## config.mk

```make
export PLATFORM = sky130hd
export DESIGN_NAME = pwm_fade_sequencer
export DESIGN_NICKNAME = d
export VERILOG_FILES = /design/src/rtl/pwm_pkg.sv /design/src/rtl/pwm_frame_timer.sv /design/src/rtl/pwm_fade_sequencer.sv
export SDC_FILE = /design/constraint.sdc
export NUM_CORES = 1
export LEC_CHECK = 0
export CAP_MARGIN = 25
export CORE_AREA = 2 2 74 58
export CTS_CLUSTER_DIAMETER = 100
export DETAILED_ROUTE_END_ITERATION = 8
export DIE_AREA = 0 0 76 60
export PLACE_DENSITY = 0.78
export SLEW_MARGIN = 15
export SYNTH_ARGS = -nofsm -noshare
export SYNTH_HDL_FRONTEND = slang
export SYNTH_SLANG_ARGS = --single-unit
```

## constraint.sdc

```tcl
create_clock -name clk -period 2.13 [get_ports clk]
set_input_delay 0.426 -clock clk [delete_from_list [all_inputs] [get_ports clk]]
set_output_delay 0.426 -clock clk [all_outputs]
set_load 0.02 [all_outputs]
```

## src/rtl/pwm_pkg.sv

```systemverilog
// Shared encodings for the PWM duty sequencer: mode values, FSM state codes
// and the entry-state mapping used when a new mode is latched.
package pwm_pkg;

  localparam int DEFAULT_DUTY_W  = 4;
  localparam int DEFAULT_PRESC_W = 8;

  localparam logic [1:0] MODE_OFF     = 2'b00;
  localparam logic [1:0] MODE_HOLD    = 2'b01;
  localparam logic [1:0] MODE_RAMP    = 2'b10;
  localparam logic [1:0] MODE_BREATHE = 2'b11;

  localparam logic [2:0] S_OFF  = 3'd0;
  localparam logic [2:0] S_HOLD = 3'd1;
  localparam logic [2:0] S_UP   = 3'd2;
  localparam logic [2:0] S_DOWN = 3'd3;
  localparam logic [2:0] S_TOP  = 3'd4;

  // Both ramp modes start climbing from zero; breathe only differs at the top.
  function automatic logic [2:0] entry_state(input logic [1:0] m);
    logic [2:0] s;
    case (m)
      MODE_OFF:  s = S_OFF;
      MODE_HOLD: s = S_HOLD;
      default:   s = S_UP;
    endcase
    return s;
  endfunction

endpackage

```

## src/rtl/pwm_frame_timer.sv

```systemverilog
// Free-running PWM frame counter plus the frame prescaler that turns every
// step_div-th frame boundary into a ramp step.
module pwm_frame_timer
  import pwm_pkg::*;
#(
  parameter int DUTY_W  = DEFAULT_DUTY_W,
  parameter int PRESC_W = DEFAULT_PRESC_W
) (
  input  logic               clk,
  input  logic               reset,
  input  logic               en,
  input  logic               clear_presc,
  input  logic [PRESC_W-1:0] step_div,
  output logic [DUTY_W-1:0]  frame_cnt,
  output logic               frame_tick,
  output logic               step
);

  localparam logic [DUTY_W-1:0] CNT_MAX = '1;

  logic [PRESC_W-1:0] pcnt;
  logic [PRESC_W-1:0] last_pcnt;

  // A divider of zero is treated as one step per frame.
  assign last_pcnt  = (step_div == '0) ? '0 : step_div - PRESC_W'(1);
  assign frame_tick = en && (frame_cnt == CNT_MAX);
  assign step       = frame_tick && (pcnt == last_pcnt);

  always_ff @(posedge clk or posedge reset) begin
    if (reset) begin
      frame_cnt <= '0;
      pcnt      <= '0;
    end else if (en) begin
      frame_cnt <= frame_cnt + DUTY_W'(1);
      if (frame_tick) begin
        if (clear_presc || step)
          pcnt <= '0;
        else
          pcnt <= pcnt + PRESC_W'(1);
      end
    end
  end

endmodule

```

## src/rtl/pwm_fade_sequencer.sv

```systemverilog
// Duty-cycle sequencer for the PWM datapath: off / hold / one-shot ramp /
// breathe, with every duty and mode update aligned to a frame boundary.
module pwm_fade_sequencer
  import pwm_pkg::*;
#(
  parameter int DUTY_W  = DEFAULT_DUTY_W,
  parameter int PRESC_W = DEFAULT_PRESC_W
) (
  input  logic               clk,
  input  logic               reset,
  input  logic               en,
  input  logic [1:0]         mode,
  input  logic [DUTY_W-1:0]  hold_duty,
  input  logic [PRESC_W-1:0] step_div,
  output logic [DUTY_W-1:0]  duty_cycle,
  output logic               pwm_gate,
  output logic [DUTY_W-1:0]  frame_cnt,
  output logic               frame_tick,
  output logic               busy,
  output logic               done
);

  localparam logic [DUTY_W-1:0] DUTY_MAX = '1;

  logic [2:0] state;
  logic [1:0] mode_q;
  logic       done_q;
  logic       step;
  logic       mode_change;

  assign mode_change = frame_tick && (mode != mode_q);

  pwm_frame_timer #(
    .DUTY_W  (DUTY_W),
    .PRESC_W (PRESC_W)
  ) u_timer (
    .clk         (clk),
    .reset       (reset),
    .en          (en),
    .clear_presc (mode_change),
    .step_div    (step_div),
    .frame_cnt   (frame_cnt),
    .frame_tick  (frame_tick),
    .step        (step)
  );

  // A mode change wins over any step that lands on the same boundary.
  always_ff @(posedge clk or posedge reset) begin
    if (reset) begin
      state      <= S_OFF;
      mode_q     <= MODE_OFF;
      duty_cycle <= '0;
      done_q     <= 1'b0;
    end else begin
      done_q <= 1'b0;
      if (mode_change) begin
        mode_q     <= mode;
        state      <= entry_state(mode);
        duty_cycle <= (mode == MODE_HOLD) ? hold_duty : '0;
      end else if (frame_tick) begin
        case (state)
          S_OFF: duty_cycle <= '0;
          S_HOLD: duty_cycle <= hold_duty;
          S_UP: begin
            if (step) begin
              if (duty_cycle != DUTY_MAX) begin
                duty_cycle <= duty_cycle + DUTY_W'(1);
              end else if (mode_q == MODE_RAMP) begin
                state  <= S_TOP;
                done_q <= 1'b1;
              end else begin
                state      <= S_DOWN;
                duty_cycle <= duty_cycle - DUTY_W'(1);
              end
            end
          end
          S_DOWN: begin
            if (step) begin
              if (duty_cycle != '0) begin
                duty_cycle <= duty_cycle - DUTY_W'(1);
              end else begin
                state      <= S_UP;
                duty_cycle <= duty_cycle + DUTY_W'(1);
              end
            end
          end
          S_TOP: duty_cycle <= DUTY_MAX;
          default: begin
            state      <= S_OFF;
            duty_cycle <= '0;
          end
        endcase
      end
    end
  end

  // Gating with en keeps a pending pulse from appearing while frozen.
  assign done     = done_q && en;
  assign pwm_gate = (state != S_OFF);
  assign busy     = (state == S_UP) || (state == S_DOWN);

endmodule

```

==> results of run 1 <==
## cell families (layout without fill, tap and decap cells)
kind of cell	Yosys count	after routing
XOR/XNOR	15	15
AO/OA/AOI/OAI	54	54
buffers and inverters	19	91
multiplexers	5	5
AND/OR/NAND/NOR	96	96
flip-flops	22	22
adder cells (fa/ha/maj)	5	5
## area by class of cell
class                      instances  area, µm²
fill                             286       1170
multi-input combinational        175       1270
inverter                          10       57.6
sequential                        22        553
clock buffer                       3       41.3
clock inverter                     1       30.0
timing repair buffer              77        683
tap                               55       68.8
## per-stage QoR
step                setup TNS (ps)  worst slack, ps  hold slack (ps)  power [mW]
global placement            -14240            -1020              492        2.23
global route                 -4010             -317              521        2.98
floorplan                    -1500             -318              415        1.62
CTS                          -1580             -229              501        2.71
detailed placement          -14730            -1060              498        2.28
finish                       -3240             -266              493        2.78
## metal layers
metal | global-route usage | vias to the layer above
li1 | - | 932
met1 | 0.302 | 925
met2 | 0.388 | 83
met3 | 0.0438 | 2
met4 | 0.0208 | 0
met5 | 0 | -
## sequential cells by signal, indices dropped and copies added (netlist names)
name	count
done_q	1
duty_cycle	4
mode_q	2
state	3
u_timer.frame_cnt	4
u_timer.pcnt	8
## cells in the mapped netlist (3+ instances only)
| cell type | count | area, µm² |
|---|---|---|
| nor3_1 | 11 | 55.1 |
| nand4_1 | 6 | 37.5 |
| nor2b_1 | 3 | 18.8 |
| mux2_1 | 3 | 33.8 |
| xor2_1 | 9 | 78.8 |
| nand3_1 | 6 | 30.0 |
| xnor2_1 | 6 | 52.6 |
| nand2_1 | 21 | 78.8 |
| a21oi_1 | 16 | 80.1 |
| ha_1 | 5 | 62.6 |
| dfrtp_1 | 22 | 551 |
| o21ai_0 | 8 | 40.0 |
| clkbuf_1 | 6 | 22.5 |
| inv_1 | 9 | 33.8 |
| nor2_1 | 22 | 82.6 |
| and2_1 | 3 | 18.8 |
| nand2b_1 | 6 | 37.5 |
| or3_1 | 4 | 25.0 |
## power groups by stage
stage	clock network, mW	registers [mW]	logic, mW
3_3_place_gp	0	0.779	1.45
6_report	0.383	0.790	1.60
5_1_grt	0.416	0.820	1.75
3_5_place_dp	0	0.780	1.50
4_1_cts	0.389	0.779	1.54
2_1_floorplan	0	0.797	0.818
## worst paths after layout
| path | endpoint |
|---|---|
| max | duty_cycle[2]$_DFFE_PP0P_ |
| min in group clk | u_timer.frame_cnt[3]$_DFFE_PP0P_ |
| min reg2reg | u_timer.frame_cnt[3]$_DFFE_PP0P_ |
| min | mode_q[1]$_DFFE_PP0P_ |
| max reg2reg | duty_cycle[2]$_DFFE_PP0P_ |
| max in group asynchronous | state[1]$_DFFE_PP0P_ |
## worst min-delay path, cell delays in order
cell and delay [ps]:
clkdlybuf4s50_1 400, inv_1 50, buf_4 270
## timing repair
action | in CTS | in global routing
buffers inserted | 5 | 3
setup endpoints to repair | 19 | 19
pin swaps | 11 | 2
gates resized for setup | 38 | 18
==> impl_metrics.ini, run 1 <==
[detailed_routing]
viasPerCell = 5.66
highest_layer = met4
ant_nets = 0
vias = 1942
drt-met1-wl_um = 2310
wl_met3_um = 288
drtPass1Iterations = 5
route.detailed.drc = 0
routed_wl_um = 5130
drt-initial-drc-count = 187
wl_per_cell_um = 15.0
met2WireLength_um = 2530

[setup_path]
reg2reg_depth = 8
start_kind = primary input
startpoint = step_div[0]
crit_arrival_ps = 2540
critPathRequiredTime_ps = 2280
worst-setup-path-type = in -> reg
max_stage_delay_ps = 370
regToRegSetupSlack_ps = -90
cp.depth = 10
crit_family = simple AND/OR/NAND/NOR gates
crit_buf_inv = 2
worst_path_max_delay_cell = or3b_4
path_cells = buf_8 > inv_8 > ha_4 > or3b_4 > and2_4 > or3_1 > a22oi_2 > nand4_1 > a21oi_4 > mux2_4
path_max_fanout = 3
endpoint_kind = flop
r2r_start = u_timer.frame_cnt[1]$_DFFE_PP0P_

[sta]
fin_crit_ps = 2400
hold_viol = 0
relSlewSlack = 0.701
rsz0062_at_grt = true
period_share = 1.12
drv_slew = 0
setup_viol = 16
fin_ws_ps = -266
fmax_mhz = 417
tightestPinTransition_ps = 447
skew_ps = 4.84

[global_route]
grt_antenna_before_repair = 0
grt_pass1_wl_um = 8180
gr-total-overflow = 0
grt_pass1_vias = 1725
gr-usage-all-layers = 0.222
grt_max_degree = 23

[floorplan]
die_area_um2 = 4560
dieHeight_um = 60
core_area_um2 = 3880
initial_core_util = 0.461
io_pins = 29
die_x_um = 76
fp-row-count = 20

[synthesis]
syn_area_um2 = 1790
syn_nets = 238
ys_warn_count = 0
synth_edf_count = 0
synth_top_family_by_area = simple AND/OR/NAND/NOR gates
muxShareOfSynthArea = 0.0308
synth_fa_ha_area_frac = 0.0350
synth-compound-area-share = 0.213
ys_seq_area_frac = 0.308
synth_top_flop_cell = dfrtp_1
synth_cells = 216
synth-seq-cells = 22
ys_async_sr_fraction = 1.00
ys_types = 60
synth-simple-area-share = 0.293
synth-xor-area-share = 0.0735
syn_area_per_cell_um2 = 8.28

[final_layout]
final_common_cell = buf_4
layout_common_cells = 45 x buf_4, 21 x nand2_1, 20 x dfrtp_1, 18 x nor2_1
fin_area_um2 = 2710
final_cells = 343
area_delta_synth_final_pct = 51.4
drive_gt1_frac = 0.302
final_util = 0.698
nNetsFinal = 311
antenna_cells = 0

[placement]
placed_cells = 331
dpl_cell_area_um2 = 2440
hpwl_um = 3600
routabilityCongestion = 0.909
port_buffers = 28

[clock_network]
clock_path_buffers = 2
clk_latency_ps = 260
htree_levels = 1
clock-root-buffer = clkbuf_8
cts.sinks = 22
cts_tree = done
cts_hold_buf = 0
cts.clk_slew.worst_paths_ps = 80
cts_inserted_buffers = 3

[power_and_ir_drop]
ir_drop_mv = 0.599
seq_power_share = 0.284
intPower_mw = 1.62
power_density_nw_per_um2 = 1030
power_leakage_nw = 1.18
p_comb_frac = 0.578
p_clk_frac = 0.138
switchingPower_mw = 1.16
switching_share = 0.417

[worst_hold_path]
hold_class = in -> async

[run_status]
violations = setup timing
status = finished with violations

[run]
cap_violations = 0
Note: power is estimated with default switching activity, not from simulation.
==> run 2, diff against run 1 <==
--- a/config.mk
+++ b/config.mk
@@ -5,7 +5,7 @@
 export SDC_FILE = /design/constraint.sdc
 export NUM_CORES = 1
 export LEC_CHECK = 0
-export CAP_MARGIN = 25
+export CAP_MARGIN = 20
 export CORE_AREA = 2 2 74 58
 export CTS_CLUSTER_DIAMETER = 100
 export DETAILED_ROUTE_END_ITERATION = 8
==> constraint.sdc (replaced) <==
create_clock -name clk -period 2.13 [get_ports clk]
set_input_delay 0.426 -clock clk [delete_from_list [all_inputs] [get_ports clk]]
set_output_delay 0.426 -clock clk [all_outputs]
set_load 0.05 [all_outputs]
==> run 2 against run 1 <==
  * The run still ends with setup timing left
  * Register-to-register slack better by 20 ps
  * Core utilization fell by 2.7 points
  * Largest power group unchanged
  * Critical endpoint is now duty_cycle[1]$_DFFE_PP0P_
  * Combinational power increased by 14%
==> impl_metrics.ini, run 2 (same netlist as run 1, synthesis figures left out) <==
[run_status]
status = finished with violations
violations = setup timing

[setup_path]
path_max_fanout = 4
crit_buf_inv = 2
path_cells = buf_8 > inv_8 > ha_4 > or3b_1 > and2_1 > or3_1 > a22oi_1 > nand4_1 > a21oi_2 > mux2_4
crit_arrival_ps = 2520
critPathRequiredTime_ps = 2280
worst_path_max_delay_cell = or3b_1
endpoint_kind = flop
start_kind = primary input
max_stage_delay_ps = 350
crit_family = simple AND/OR/NAND/NOR gates
regToRegSetupSlack_ps = -70
worst-setup-path-type = in -> reg

[floorplan]
initial_core_util = 0.461
io_pins = 29
die_x_um = 76
fp-row-count = 20
core_area_um2 = 3880
die_area_um2 = 4560
dieHeight_um = 60

[final_layout]
nNetsFinal = 311
drive_gt1_frac = 0.281
final_util = 0.670
largest_reg_flops = 8
final_common_cell = buf_4
layout_common_cells = 50 x buf_4, 21 x nand2_1, 21 x nor2_1, 20 x dfrtp_1, 16 x a21oi_1
area_delta_synth_final_pct = 45.4
top_regs = u_timer.pcnt (8), duty_cycle (4), u_timer.frame_cnt (4)
regMostFlops = u_timer.pcnt
fin_area_um2 = 2600
antenna_cells = 0

[sta]
rsz0062_at_grt = true
tns_ps = -1380
hold_viol = 0
fin_ws_ps = -240
fmax_mhz = 422
period_share = 1.11
tightestPinTransition_ps = 492
drv_slew = 0
skew_ps = 1.64
relSlewSlack = 0.671
fin_crit_ps = 2370
setup_viol = 15

[power_and_ir_drop]
ir_drop_mv = 0.530
intPower_mw = 1.48
p_clk_frac = 0.091
switching_share = 0.476
p_comb_frac = 0.646
power_leakage_nw = 1.13
seq_power_share = 0.263
power_density_nw_per_um2 = 1090
switchingPower_mw = 1.35

[detailed_routing]
routed_wl_um = 5020
ant_nets = 0
drtPass1Iterations = 4
drt-initial-drc-count = 116
wl_per_cell_um = 14.6
viasPerCell = 5.57
vias = 1909
route.detailed.drc = 0

[global_route]
grt_antenna_before_repair = 0
grt_pass1_vias = 1807
gr-total-overflow = 0
grt_max_degree = 23
grt_pass1_wl_um = 8540
gr-usage-all-layers = 0.237

[run]
cap_violations = 0

[placement]
routabilityCongestion = 0.919
dpl_cell_area_um2 = 2500
port_buffers = 28
hpwl_um = 3930

[clock_network]
cts.sinks = 22
cts_tree = done
htree_levels = 1
cts.clk_slew.worst_paths_ps = 70
cts_inserted_buffers = 3
clock-root-buffer = clkbuf_8
clk_latency_ps = 260
clock_path_buffers = 2

[worst_hold_path]
hold_class = in -> async
-- run 2: changes by cell type in the layout (fill, tap and decap cells not counted), sizes merged --
cell / previous run / this run
buf: 51 / 57
dlymetal6s2s: 2 / 0
bufinv: 1 / 0
clkdlybuf4s15: 2 / 1
clkdlybuf4s50: 16 / 15
dlygate4sd2: 5 / 4
-- run 2: per-layer routing --
layer,part of all wire,up-vias,GRT usage
met5,0,-,0
met4,0.015,0,0.0675
met3,0.065,10,0.0559
met2,0.44,67,0.392
met1,0.48,895,0.319
li1,-,937,-
-- run 2: final timing paths --
check                                            startpoint                                to  depth (start not counted)
hold reg to reg            u_timer.frame_cnt[3]$_DFFE_PP0P_  u_timer.frame_cnt[3]$_DFFE_PP0P_                          1
setup / recovery                                step_div[0]         duty_cycle[1]$_DFFE_PP0P_                         10
min in group clk           u_timer.frame_cnt[3]$_DFFE_PP0P_  u_timer.frame_cnt[3]$_DFFE_PP0P_                          1
setup reg to reg           u_timer.frame_cnt[0]$_DFFE_PP0P_         duty_cycle[1]$_DFFE_PP0P_                          8
max in group asynchronous                             reset  u_timer.frame_cnt[0]$_DFFE_PP0P_                          3
hold / removal                                        reset         duty_cycle[3]$_DFFE_PP0P_                          3
-- run 2: area by class of cell --
class	count	area, µm²
Inverter	10	58.8
Tap cell	55	68.8
Clock buffer	4	45.0
Multi-Input combinational cell	175	1200
Timing Repair Buffer	77	674
Sequential cell	22	553
Fill cell	343	1280
-- run 2: tightest hold or removal path, delay by kind of cell --
family / cells / cell delay (ps)
buffers and inverters: 3 / 720
-- run 2: timing repair --
item / in CTS / in global routing
buffers inserted: 3 / 0
endpoints found under the setup margin: 16 / 17
hold buffers: 0 / 0
resized for setup: 33 / 1
pin swaps: 9 / 0
-- run 2: stage by stage --
| stage | hold slack (ps) | cells | total power [mW] | setup slack (ps) |
|---|---|---|---|---|
| after floorplan | 415 | 216 | 1.84 | -318 |
| after global placement | 492 | 336 | 2.47 | -1020 |
| after detailed placement | 515 | 336 | 2.53 | -1090 |
| after CTS | 515 | 343 | 2.81 | -225 |
| after global routing | 550 | 343 | 3.04 | -313 |
| final | 502 | 343 | 2.83 | -240 |
-- run 2: power groups by stage --
stage | Sequential [mW] | Clock (mW) | Combinational (mW)
after floorplan | 0.968 | 0 | 0.876
after global placement | 0.736 | 0 | 1.73
after detailed placement | 0.746 | 0 | 1.78
after CTS | 0.738 | 0.260 | 1.81
after global routing | 0.766 | 0.283 | 1.99
final | 0.744 | 0.258 | 1.83
==> run 3, diff against run 2 <==
--- a/config.mk
+++ b/config.mk
@@ -11,7 +11,7 @@
 export DETAILED_ROUTE_END_ITERATION = 8
 export DIE_AREA = 0 0 76 60
 export PLACE_DENSITY = 0.78
-export SLEW_MARGIN = 15
+export SLEW_MARGIN = 30
 export SYNTH_ARGS = -nofsm -noshare
 export SYNTH_HDL_FRONTEND = slang
 export SYNTH_SLANG_ARGS = --single-unit
==> results of run 3 <==
Same layout as run 2: the final DEF is identical, and so are final timing and power.
